===== config.mk =====
export PLATFORM = sky130hd
export DESIGN_NAME = fifo_decim_reader
export DESIGN_NICKNAME = d
export VERILOG_FILES = /design/src/rtl/fifo_decim_reader.sv
export SDC_FILE = /design/constraint.sdc
export NUM_CORES = 1
export LEC_CHECK = 0
export ABC_AREA = 1
export CAP_MARGIN = 20
export CORE_MARGIN = 3
export CORE_UTILIZATION = 51
export CTS_CLUSTER_SIZE = 28
export DETAILED_ROUTE_END_ITERATION = 10
export PLACE_DENSITY = 0.92
export SLEW_MARGIN = 5
export SYNTH_ARGS = -nofsm -noshare
export SYNTH_HDL_FRONTEND = slang
export SYNTH_SLANG_ARGS = --single-unit

===== constraint.sdc =====
create_clock -name clk_clk -period 4.8 [get_ports clk_clk]
set_clock_uncertainty 0.2 [all_clocks]
set_input_delay 0.96 -clock clk_clk [delete_from_list [all_inputs] [get_ports clk_clk]]
set_output_delay 0.96 -clock clk_clk [all_outputs]
set_load 0.02 [all_outputs]

===== src/rtl/fifo_decim_reader.sv =====
// Avalon-MM read master that drains the decimation FIFO and forwards 1 of every decim_ratio words.
// Define FIFO_DECIM_ACC_EN for integrate-and-dump (emit the group sum) instead of pick-first.
//
// state | meaning
// IDLE  | not fetching; read low
// READ  | read request held high until the FIFO accepts it
// HOLD  | decimated word presented on out_data/out_valid, waiting for out_ready
module fifo_decim_reader #(
  parameter int DATA_W  = 32,
  parameter int DECIM_W = 8,
  parameter int CNT_W   = 16
) (
  input  logic               clk_clk,
  input  logic               reset_reset,
  input  logic               enable,
  input  logic [DECIM_W-1:0] decim_ratio,
  output logic               fifo_0_out_read,
  input  logic [DATA_W-1:0]  fifo_0_out_readdata,
  input  logic               fifo_0_out_waitrequest,
  output logic [DATA_W-1:0]  out_data,
  output logic               out_valid,
  input  logic               out_ready,
  output logic [CNT_W-1:0]   rd_count,
  output logic               busy
);

  typedef enum logic [1:0] {
    IDLE = 2'd0,
    READ = 2'd1,
    HOLD = 2'd2
  } state_t;

  state_t               state_q, state_d;
  logic [DECIM_W-1:0]   phase_q, phase_d;
  logic [DECIM_W-1:0]   ratio_q, ratio_d;
  logic [CNT_W-1:0]     rd_count_q, rd_count_d;
  logic [DATA_W-1:0]    out_data_q, out_data_d;
  logic                 out_valid_q, out_valid_d;

  logic                 xfer;
  logic                 group_end;
  logic                 emit;
  logic [DECIM_W-1:0]   ratio_eff;
  logic [DATA_W-1:0]    emit_data;

`ifdef FIFO_DECIM_ACC_EN
  logic [DATA_W-1:0]    acc_q, acc_d;
  logic [DATA_W-1:0]    acc_sum;
`endif

  always_comb begin
    state_d     = state_q;
    phase_d     = phase_q;
    ratio_d     = ratio_q;
    rd_count_d  = rd_count_q;
    out_data_d  = out_data_q;
    out_valid_d = out_valid_q;

    xfer = (state_q == READ) && !fifo_0_out_waitrequest;

    // The ratio is sampled only at the first word of a group, so mid-group changes wait for the next one.
    if (phase_q == '0) begin
      ratio_eff = (decim_ratio == '0) ? DECIM_W'(1) : decim_ratio;
    end else begin
      ratio_eff = ratio_q;
    end
    group_end = (phase_q == ratio_eff - DECIM_W'(1));

`ifdef FIFO_DECIM_ACC_EN
    acc_d     = acc_q;
    acc_sum   = (phase_q == '0) ? fifo_0_out_readdata : acc_q + fifo_0_out_readdata;
    emit      = group_end;
    emit_data = acc_sum;
`else
    emit      = (phase_q == '0);
    emit_data = fifo_0_out_readdata;
`endif

    case (state_q)
      IDLE: begin
        if (enable) begin
          state_d = READ;
        end
      end

      READ: begin
        if (xfer) begin
          rd_count_d = rd_count_q + CNT_W'(1);
          ratio_d    = ratio_eff;
          phase_d    = group_end ? '0 : phase_q + DECIM_W'(1);
`ifdef FIFO_DECIM_ACC_EN
          acc_d      = acc_sum;
`endif
          if (emit) begin
            out_data_d  = emit_data;
            out_valid_d = 1'b1;
            state_d     = HOLD;
          end else if (!enable) begin
            state_d = IDLE;
          end
        end
      end

      HOLD: begin
        // No read is issued here; the FIFO fills and back-pressures its writer instead of losing data.
        if (out_ready) begin
          out_valid_d = 1'b0;
          state_d     = enable ? READ : IDLE;
        end
      end

      default: begin
        state_d = IDLE;
      end
    endcase
  end

  always_ff @(posedge clk_clk) begin
    if (reset_reset) begin
      state_q     <= IDLE;
      phase_q     <= '0;
      ratio_q     <= '0;
      rd_count_q  <= '0;
      out_data_q  <= '0;
      out_valid_q <= 1'b0;
`ifdef FIFO_DECIM_ACC_EN
      acc_q       <= '0;
`endif
    end else begin
      state_q     <= state_d;
      phase_q     <= phase_d;
      ratio_q     <= ratio_d;
      rd_count_q  <= rd_count_d;
      out_data_q  <= out_data_d;
      out_valid_q <= out_valid_d;
`ifdef FIFO_DECIM_ACC_EN
      acc_q       <= acc_d;
`endif
    end
  end

  assign fifo_0_out_read = (state_q == READ);
  assign busy            = (state_q != IDLE);
  assign out_data        = out_data_q;
  assign out_valid       = out_valid_q;
  assign rd_count        = rd_count_q;

endmodule


==> results list, run 1 <==
* Core area: 0.00613 mm²
- Worst EP arrival: 3.30 ns
- Commonest cells post-synth: sky130_fd_sc_hd__nand2_1 (94), sky130_fd_sc_hd__nor2_1 (87), sky130_fd_sc_hd__dfxtp_1 (67), sky130_fd_sc_hd__o21ai_0 (46), sky130_fd_sc_hd__inv_1 (41)
- Count of warnings emitted by yosys: 0
* Number of pins exceeding their max-slew limit in the final report: 0
- Fraction of final layout cells sized beyond drive strength 1: 0.102
- The clock passes through at most 2 buffers.
* Initial antenna violation count: 0
* Number of standard cells after synthesis: 482
- Final routed DRC violation total: 0
- Floorplan die width: 86.9 µm
- Sorting the synthesized cells by area gives the leading types as sky130_fd_sc_hd__dfxtp_1 (40%), sky130_fd_sc_hd__nand2_1 (11%), sky130_fd_sc_hd__nor2_1 (9.8%), sky130_fd_sc_hd__o21ai_0 (6.9%), sky130_fd_sc_hd__nand3_1 (4.7%).
- Area growth syn-to-layout: 34.7%
- The cell sitting at the root of the clock tree is a sky130_fd_sc_hd__clkbuf_8.
* Number of buffers added for setup after CTS: 0
- Number of levels the H-tree was split into: 3
* Clock tree from TritonCTS: done
* Routed vias: 3,441
* Synthesized netlist net count: 531
- After layout, the minimum clock period comes to 3.26 ns.
- Clock Sinks: 67
- The via count of the first global-routing pass is 3,440.
- Share of Yosys cell area claimed by the top area cell type: 0.402
- Hold repair after CTS inserted 0 buffers.
* Largest net degree at the start of global routing: 35
- Number of maximum-capacitance constraint violations: 0
- Total routed wirelength: 9160 µm
- For this run, the total global-route usage over all layers was measured as 0.253.
- Achievable Freq: 307 MHz
* Share of total power in combinational logic: 0.206
- Internal power: 896 µW
- Crit-path max cell delay: 0.41 ns
- Hold endpoint: rd_count[12]
* DIE AREA: 0.00755 mm²
- The critical path is of the input pin to flip-flop type.
* Routed WL per cell: 14.0 µm
* Cts bufs inserted: 9
- Of the total power, the share spent switching nets is 0.302.
- Number of input and output port buffers inserted: 95
- In this run the worst path has a maximum fanout of 8.
- Yosys cell types: 34
* Fin Setup TNS: 0 ns
- The most common cell in the synthesized netlist is sky130_fd_sc_hd__nand2_1.
- Placer's final routability congestion estimate: 0.962
- The most used flip-flop cell after synthesis is sky130_fd_sc_hd__dfxtp_1.
- The worst register-to-register path ends at phase_q[0].
- After synthesis the cells add up to 0.00334 mm².
* Clk pwr share: 0.328
- For this run, the register share of the synthesized area comes to 0.402.
- Post-synth EDFFs: 0
* Antenna diode instance count: 0
* Slack of the worst reg-to-reg path: 1.66 ns
- RSZ-0062 raised after global routing: false
- At the pin with the least slew margin, the transition time is 0.936 ns.
- The worst hold path passes through 2 cells.
* Reg-to-Reg Start: phase_q[0]
- Mean instance size in the synthesized netlist: 6.92 µm²
* Part of the cycle the worst path needs: 0.678
* Final HPWL DP: 6820 µm
- After clock tree synthesis, the repair step resized 0 gates.
- CP required: 4.84 ns
* Clock Latency Late Sink: 0.35 ns
* Peak supply drop: 0.227 mV
- Measured in cells, the most critical reg-to-reg path has a length of 19.
- Among all stages on the critical path, the largest delay is contributed by sky130_fd_sc_hd__clkdlybuf4s50_1.
* Final cell utilization of the core: 0.733
- Net load switching power: 388 µW
* Post-synth ARST share: 0
* Routed Antenna Nets: 0
- Result of the run: completed
- Wire length of the first global-routing pass: 15,000 µm
- sky130_fd_sc_hd__dfxtp_1 takes more of the synthesized area than any other cell.
- Number of detailed-routing iterations run before antenna repair: 5
* Number of core rows: 28
- Relative max-transition margin: 0.375
- After clock tree synthesis, the clock-pin slew on the worst setup and hold paths is 0.07 ns.
- Detail-routed via count per cell: 5.25
- Fill cells in the final layout number 454.
- The synthesized design contains 67 register bits.
- Power density over cell area: 286 mW/mm²
- The worst setup path is launched from an input pin.
* Reported leakage power: 0.00194 µW
* I/O Pins: 96
* Number of nets at the end of the flow: 624
- In this run, the number of DRC markers left after iteration 0 of detailed routing was 202.
- The critical path goes through clkdlybuf4s50_1 > inv_1 > nand2_1 > nor2_1 > nand2_1 > nand3_2 > nand2_2 > ha_1 > xor2_1 > nand3b_1 > nand3_1 > nor2_1 > nand2_1 > nor2_1 > nand2_1 > nor2_2 > nand2_2 > nand2_1 > nor2_1.
- Setup violations remaining at the end of the flow were counted as 0.
* Hold Vio Cnt, Final: 0
- HP Start: rd_count[12]
- In this run the vertical extent of the chip is 86.9 µm.
- The worst setup path is captured at a flip-flop.
- Power share of the sequential group: 0.466
- The cell that appears most often on the critical path is sky130_fd_sc_hd__nand2_1.
* Remaining global-route overflow: 0
* Starting density of the core: 0.544
* Class of the most critical hold timing path: flip-flop to flip-flop
cells by family after synthesis:
family | after synthesis | synth area share
compound gates | 82 | 0.135
simple gates | 256 | 0.346
buf+inv | 65 | 0.0814
flops | 67 | 0.402
xor+xnor | 8 | 0.0210
fa+ha+maj | 4 | 0.0150
worst max path at each step:
stage | from | endpoint
3_5_place_dp | decim_ratio[5] | phase_q[0]
5_1_grt | decim_ratio[5] | phase_q[0]
2_1_floorplan | decim_ratio[5] | phase_q[0]
4_1_cts | decim_ratio[5] | phase_q[0]
3_3_place_gp | decim_ratio[5] | phase_q[7]
6_report | decim_ratio[5] | phase_q[0]
cell usage in the layout (no fill, tap or decap), drive strengths merged, types with 2 or more instances in the layout:
| cell type | netlist | final |
|---|---|---|
| ha | 4 | 4 |
| nor2 | 100 | 100 |
| a21oi | 26 | 26 |
| xor2 | 8 | 8 |
| nor4 | 3 | 3 |
| nand4 | 2 | 2 |
| clkinv | 1 | 4 |
| dfxtp | 67 | 67 |
| clkdlybuf4s50 | 0 | 95 |
| clkbuf | 11 | 10 |
| nand2 | 106 | 106 |
| nor3 | 8 | 8 |
| inv | 48 | 48 |
| o21ai | 51 | 51 |
| clkinvlp | 0 | 3 |
| nand3 | 34 | 34 |
| buf | 5 | 3 |
through the flow:
step / cells / total power (µW) / hold WS, ns / area [µm²] / setup slack (ns)
after floorplan: 482 / 763 / 0.285 / 3340 / 1.93
after global placement: 639 / 865 / 0.265 / 4320 / 1.38
after detailed placement: 639 / 872 / 0.278 / 4320 / 1.24
after CTS: 655 / 1290 / 0.286 / 4490 / 1.60
after global routing: 655 / 1350 / 0.326 / 4490 / 1.35
final: 655 / 1280 / 0.284 / 4490 / 1.54
state kept, by name, indices dropped and copies added (netlist names):
signal	flops
out_data	32
out_valid	1
phase_q	8
ratio_q	8
rd_count	16
state_q	2
per-layer routing:
layer | wire length (µm) | global-route usage | vias up
met5 | 0 | 0 | -
met4 | 215 | 0.0949 | 0
met3 | 1020 | 0.132 | 23
met2 | 4240 | 0.417 | 151
met1 | 3690 | 0.275 | 1539
li1 | - | - | 1728
critical path, delay by kind of cell:
family,cells,cell delay [ns]
AND/OR/NAND/NOR,15,1.34
buffers and inverters,2,0.54
adder cells (fa/ha/maj),1,0.26
XOR/XNOR,1,0.19
final cells by class:
type                    count  area (µm²)  area share
clock buffers              10         138      0.0306
clock inverters             6        41.3     0.00919
inverters                  49         184      0.0409
multi-input cells         350        1720       0.383
flip-flops and latches     67        1340       0.298
well taps                  75        93.8      0.0209
repair buffers             98         973       0.217
power groups by stage:
stage | clock network (µW) | logic [µW] | registers, µW
finish | 421 | 265 | 598
global route | 456 | 290 | 600
CTS | 432 | 265 | 598
detailed placement | 0 | 262 | 610
global placement | 0 | 257 | 608
floorplan | 0 | 132 | 631
(Power assumes the default switching activity.)
==> run 2, diff against run 1 <==
--- a/config.mk
+++ b/config.mk
@@ -8,10 +8,10 @@
 export ABC_AREA = 1
 export CAP_MARGIN = 20
 export CORE_MARGIN = 3
-export CORE_UTILIZATION = 51
+export CORE_UTILIZATION = 43
 export CTS_CLUSTER_SIZE = 28
 export DETAILED_ROUTE_END_ITERATION = 10
-export PLACE_DENSITY = 0.92
+export PLACE_DENSITY = 0.83
 export SLEW_MARGIN = 5
 export SYNTH_ARGS = -nofsm -noshare
 export SYNTH_HDL_FRONTEND = slang
==> constraint.sdc (replaced) <==
create_clock -name clk_clk -period 2.7 [get_ports clk_clk]
set_clock_uncertainty 0.2 [all_clocks]
set_input_delay 0.54 -clock clk_clk [delete_from_list [all_inputs] [get_ports clk_clk]]
set_output_delay 0.54 -clock clk_clk [all_outputs]
set_load 0.02 [all_outputs]
==> results list, run 2 (synthesized netlist as in run 1, its figures left out) <==
- The remaining global-route overflow was 0 (unchanged).
- The number of buffers created by CTS is 9 (unchanged).
* Hold endpoint: rd_count[12]
- Clock tree from TritonCTS: done
* Maximum fanout along the worst path: 4 (-4)
- Cell count of the worst reg-to-reg path: 17 (-2)
* R2R Path End: phase_q[6]
- STA classifies the critical path startpoint as a flip-flop.
- HP Start: rd_count[12]
- Static timing analysis puts the maximum clock frequency at 386 MHz.
* Clock Latency Late Sink: 0.34 ns (about the same)
- Routed WL per cell: 13.9 µm (-0.48%)
- Reported leakage power: 0.00215 µW (+11%)
- Part of the cycle the worst path needs: 0.960
- The worst hold slack across all endpoints was 0.292 ns (+0.00800 ns).
- Number of nets at the end of the flow: 650 (+4.2%)
* Largest net degree at the start of global routing: 40 (+14%)
- Result of the run: completed
- Number of maximum-capacitance constraint violations: 0 (unchanged)
- Root buffer cell: sky130_fd_sc_hd__clkbuf_8
- The number of nets still failing antenna checks after routing came to 0 (unchanged).
- The total power density per cell area came to 522 mW/mm² (+83%).
- The final-report max-slew violation count was 0 (unchanged).
- Floorplan die width: 94.1 µm (+8.3%)
* Reg-to-Reg Start: phase_q[0]
- Leading cell type in the layout, fill and taps excluded: sky130_fd_sc_hd__nand2_1
- Starting density of the core: 0.453 (-0.0915)
* Total routed wirelength: 9820 µm (+7.1%)
- Final HPWL DP: 7100 µm (+4.1%)
- The global placer's final weighted congestion came to 0.913 (-5.2%).
- The number of port buffers was 95 (unchanged).
* Top library cells by usage in the layout, fill and taps aside: sky130_fd_sc_hd__nand2_1 (92), sky130_fd_sc_hd__clkdlybuf4s50_1 (89), sky130_fd_sc_hd__nor2_1 (86)
- Clock-pin slew on the worst setup and hold paths: 0.08 ns (about the same)
* Class of the most critical hold timing path: flip-flop to flip-flop
- The CTS sink count came to 67 (unchanged).
- Vias in the first global route: 3,442 (+0.058%)
- The share of layout cells above drive strength 1 is 0.167 (+0.0649).
- Vertical die dimension: 94.1 µm (+8.3%)
- Area growth syn-to-layout: 45.7%
* Number of core rows: 31 (+11%)
- Antenna diode instance count: 0 (unchanged)
- Worst EP arrival: 2.63 ns (-0.67 ns)
* I/O Pins: 96 (unchanged)
- The number of flip-flops under the largest register name was 32 (unchanged).
- The wire length of the first global-routing pass came to 15,600 µm (+4.1%).
- Slack of the worst reg-to-reg path: 0.11 ns (-1.55 ns)
- Peak supply drop: 0.330 mV (+46%)
- The DRC violations left is 0 (unchanged).
- The total routing resource utilization after global routing was 0.224 (-0.0288).
* Hold Vio Cnt, Final: 0 (unchanged)
* Setup violators final: 0 (unchanged)
- The number of antenna violations at the first check in global routing is 0 (unchanged).
- STA classifies the critical path endpoint as a flip-flop.
* DIE AREA: 0.00885 mm² (+17%)
- The average vias per placed instance came to 5.09 (-3.2%).
- Core area: 0.00737 mm² (+20%)
- The total negative slack for setup checks is 0 ns (unchanged).
* Worst Hold Path Cells: 2 (unchanged)
- Relative max-transition margin: 0.685 (+0.309)
* CP required: 2.74 ns (-2.10 ns)
- The total via count in the routed design was 3,587 (+4.2%).
- The first-pass iteration count of the detailed router came to 5 (unchanged).
- The maximum buffer depth of the clock tree is 2 (unchanged).
- The slew at the pin closest to its max-slew limit is 0.468 ns (-0.467 ns).
- The number of hold-repair buffers added at the cts stage was 0 (unchanged).
- The filler cell count in the final layout came to 616 (+36%).
- By startpoint and endpoint, the worst setup path is classified as flip-flop to flip-flop.
- The number of H-tree levels was 3 (unchanged).
- In this run the worst setup path begins at phase_q[0].
- Starting DRC count in detailed routing: 121 (-40%)
* Final worst path period need: 2.59 ns
[run 2: worst max path at each step]
stage / endpoint / slack, ns
after floorplan: phase_q[0] / 0.13
after global placement: phase_q[7] / -0.19
after detailed placement: phase_q[4] / -0.32
after CTS: phase_q[4] / 0.02
after global routing: phase_q[7] / -0.03
final: phase_q[6] / 0.11
[run 2: critical path, cell delays in order (launching register included)]
cell and delay (ns):
sky130_fd_sc_hd__dfxtp_2 0.33, sky130_fd_sc_hd__inv_2 0.09, sky130_fd_sc_hd__ha_4 0.15, sky130_fd_sc_hd__nand3_2 0.11
sky130_fd_sc_hd__nor2_4 0.15, sky130_fd_sc_hd__nand3_2 0.11, sky130_fd_sc_hd__nand2_2 0.11, sky130_fd_sc_hd__ha_4 0.16
sky130_fd_sc_hd__xor2_2 0.17, sky130_fd_sc_hd__nand3b_1 0.15, sky130_fd_sc_hd__nand3_2 0.08, sky130_fd_sc_hd__nor2_2 0.13
sky130_fd_sc_hd__buf_4 0.12, sky130_fd_sc_hd__nand3_2 0.07, sky130_fd_sc_hd__nor2_2 0.12, sky130_fd_sc_hd__nand3_2 0.10
sky130_fd_sc_hd__nand2_1 0.09, sky130_fd_sc_hd__inv_1 0.04
[run 2: report_power, final]
group          internal, µW  switching (µW)
combinational           246             291
clock                   526             414
sequential             1030            26.1
[run 2: what timing repair did]
action	in CTS	in global routing
setup buffers	0	5
pin swaps	2	12
gates resized for setup	2	23
endpoints found under the setup margin	7	8
[run 2: per-stage QoR]
step / cells / area [µm²] / setup WS [ns] / power (µW) / utilization
finish: 705 / 4860 / 0.109 / 2540 / 0.659
global route: 705 / 4860 / -0.0326 / 2660 / 0.659
CTS: 700 / 4740 / 0.0165 / 2520 / 0.643
detailed placement: 684 / 4520 / -0.324 / 1580 / 0.613
global placement: 684 / 4520 / -0.194 / 1570 / 0.613
floorplan: 482 / 3340 / 0.131 / 1360 / -
[run 2: final cells by class]
type                            count  area (µm²)  share of cell area
Timing Repair Buffer              124        1200               0.246
Multi-Input combinational cell    350        1790               0.368
Inverter                           49         184              0.0378
Sequential cell                    67        1340               0.276
Tap cell                           99         124              0.0255
Clock buffer                        9         124              0.0255
Clock inverter                      7        98.8              0.0203
[run 2: layer usage]
layer / global-route usage / vias up / routed length, µm
met4: 0.0698 / 0 / 160
met3: 0.106 / 18 / 1010
li1: - / 1778 / -
met1: 0.254 / 1647 / 3950
met5: 0 / - / 0
met2: 0.373 / 144 / 4700
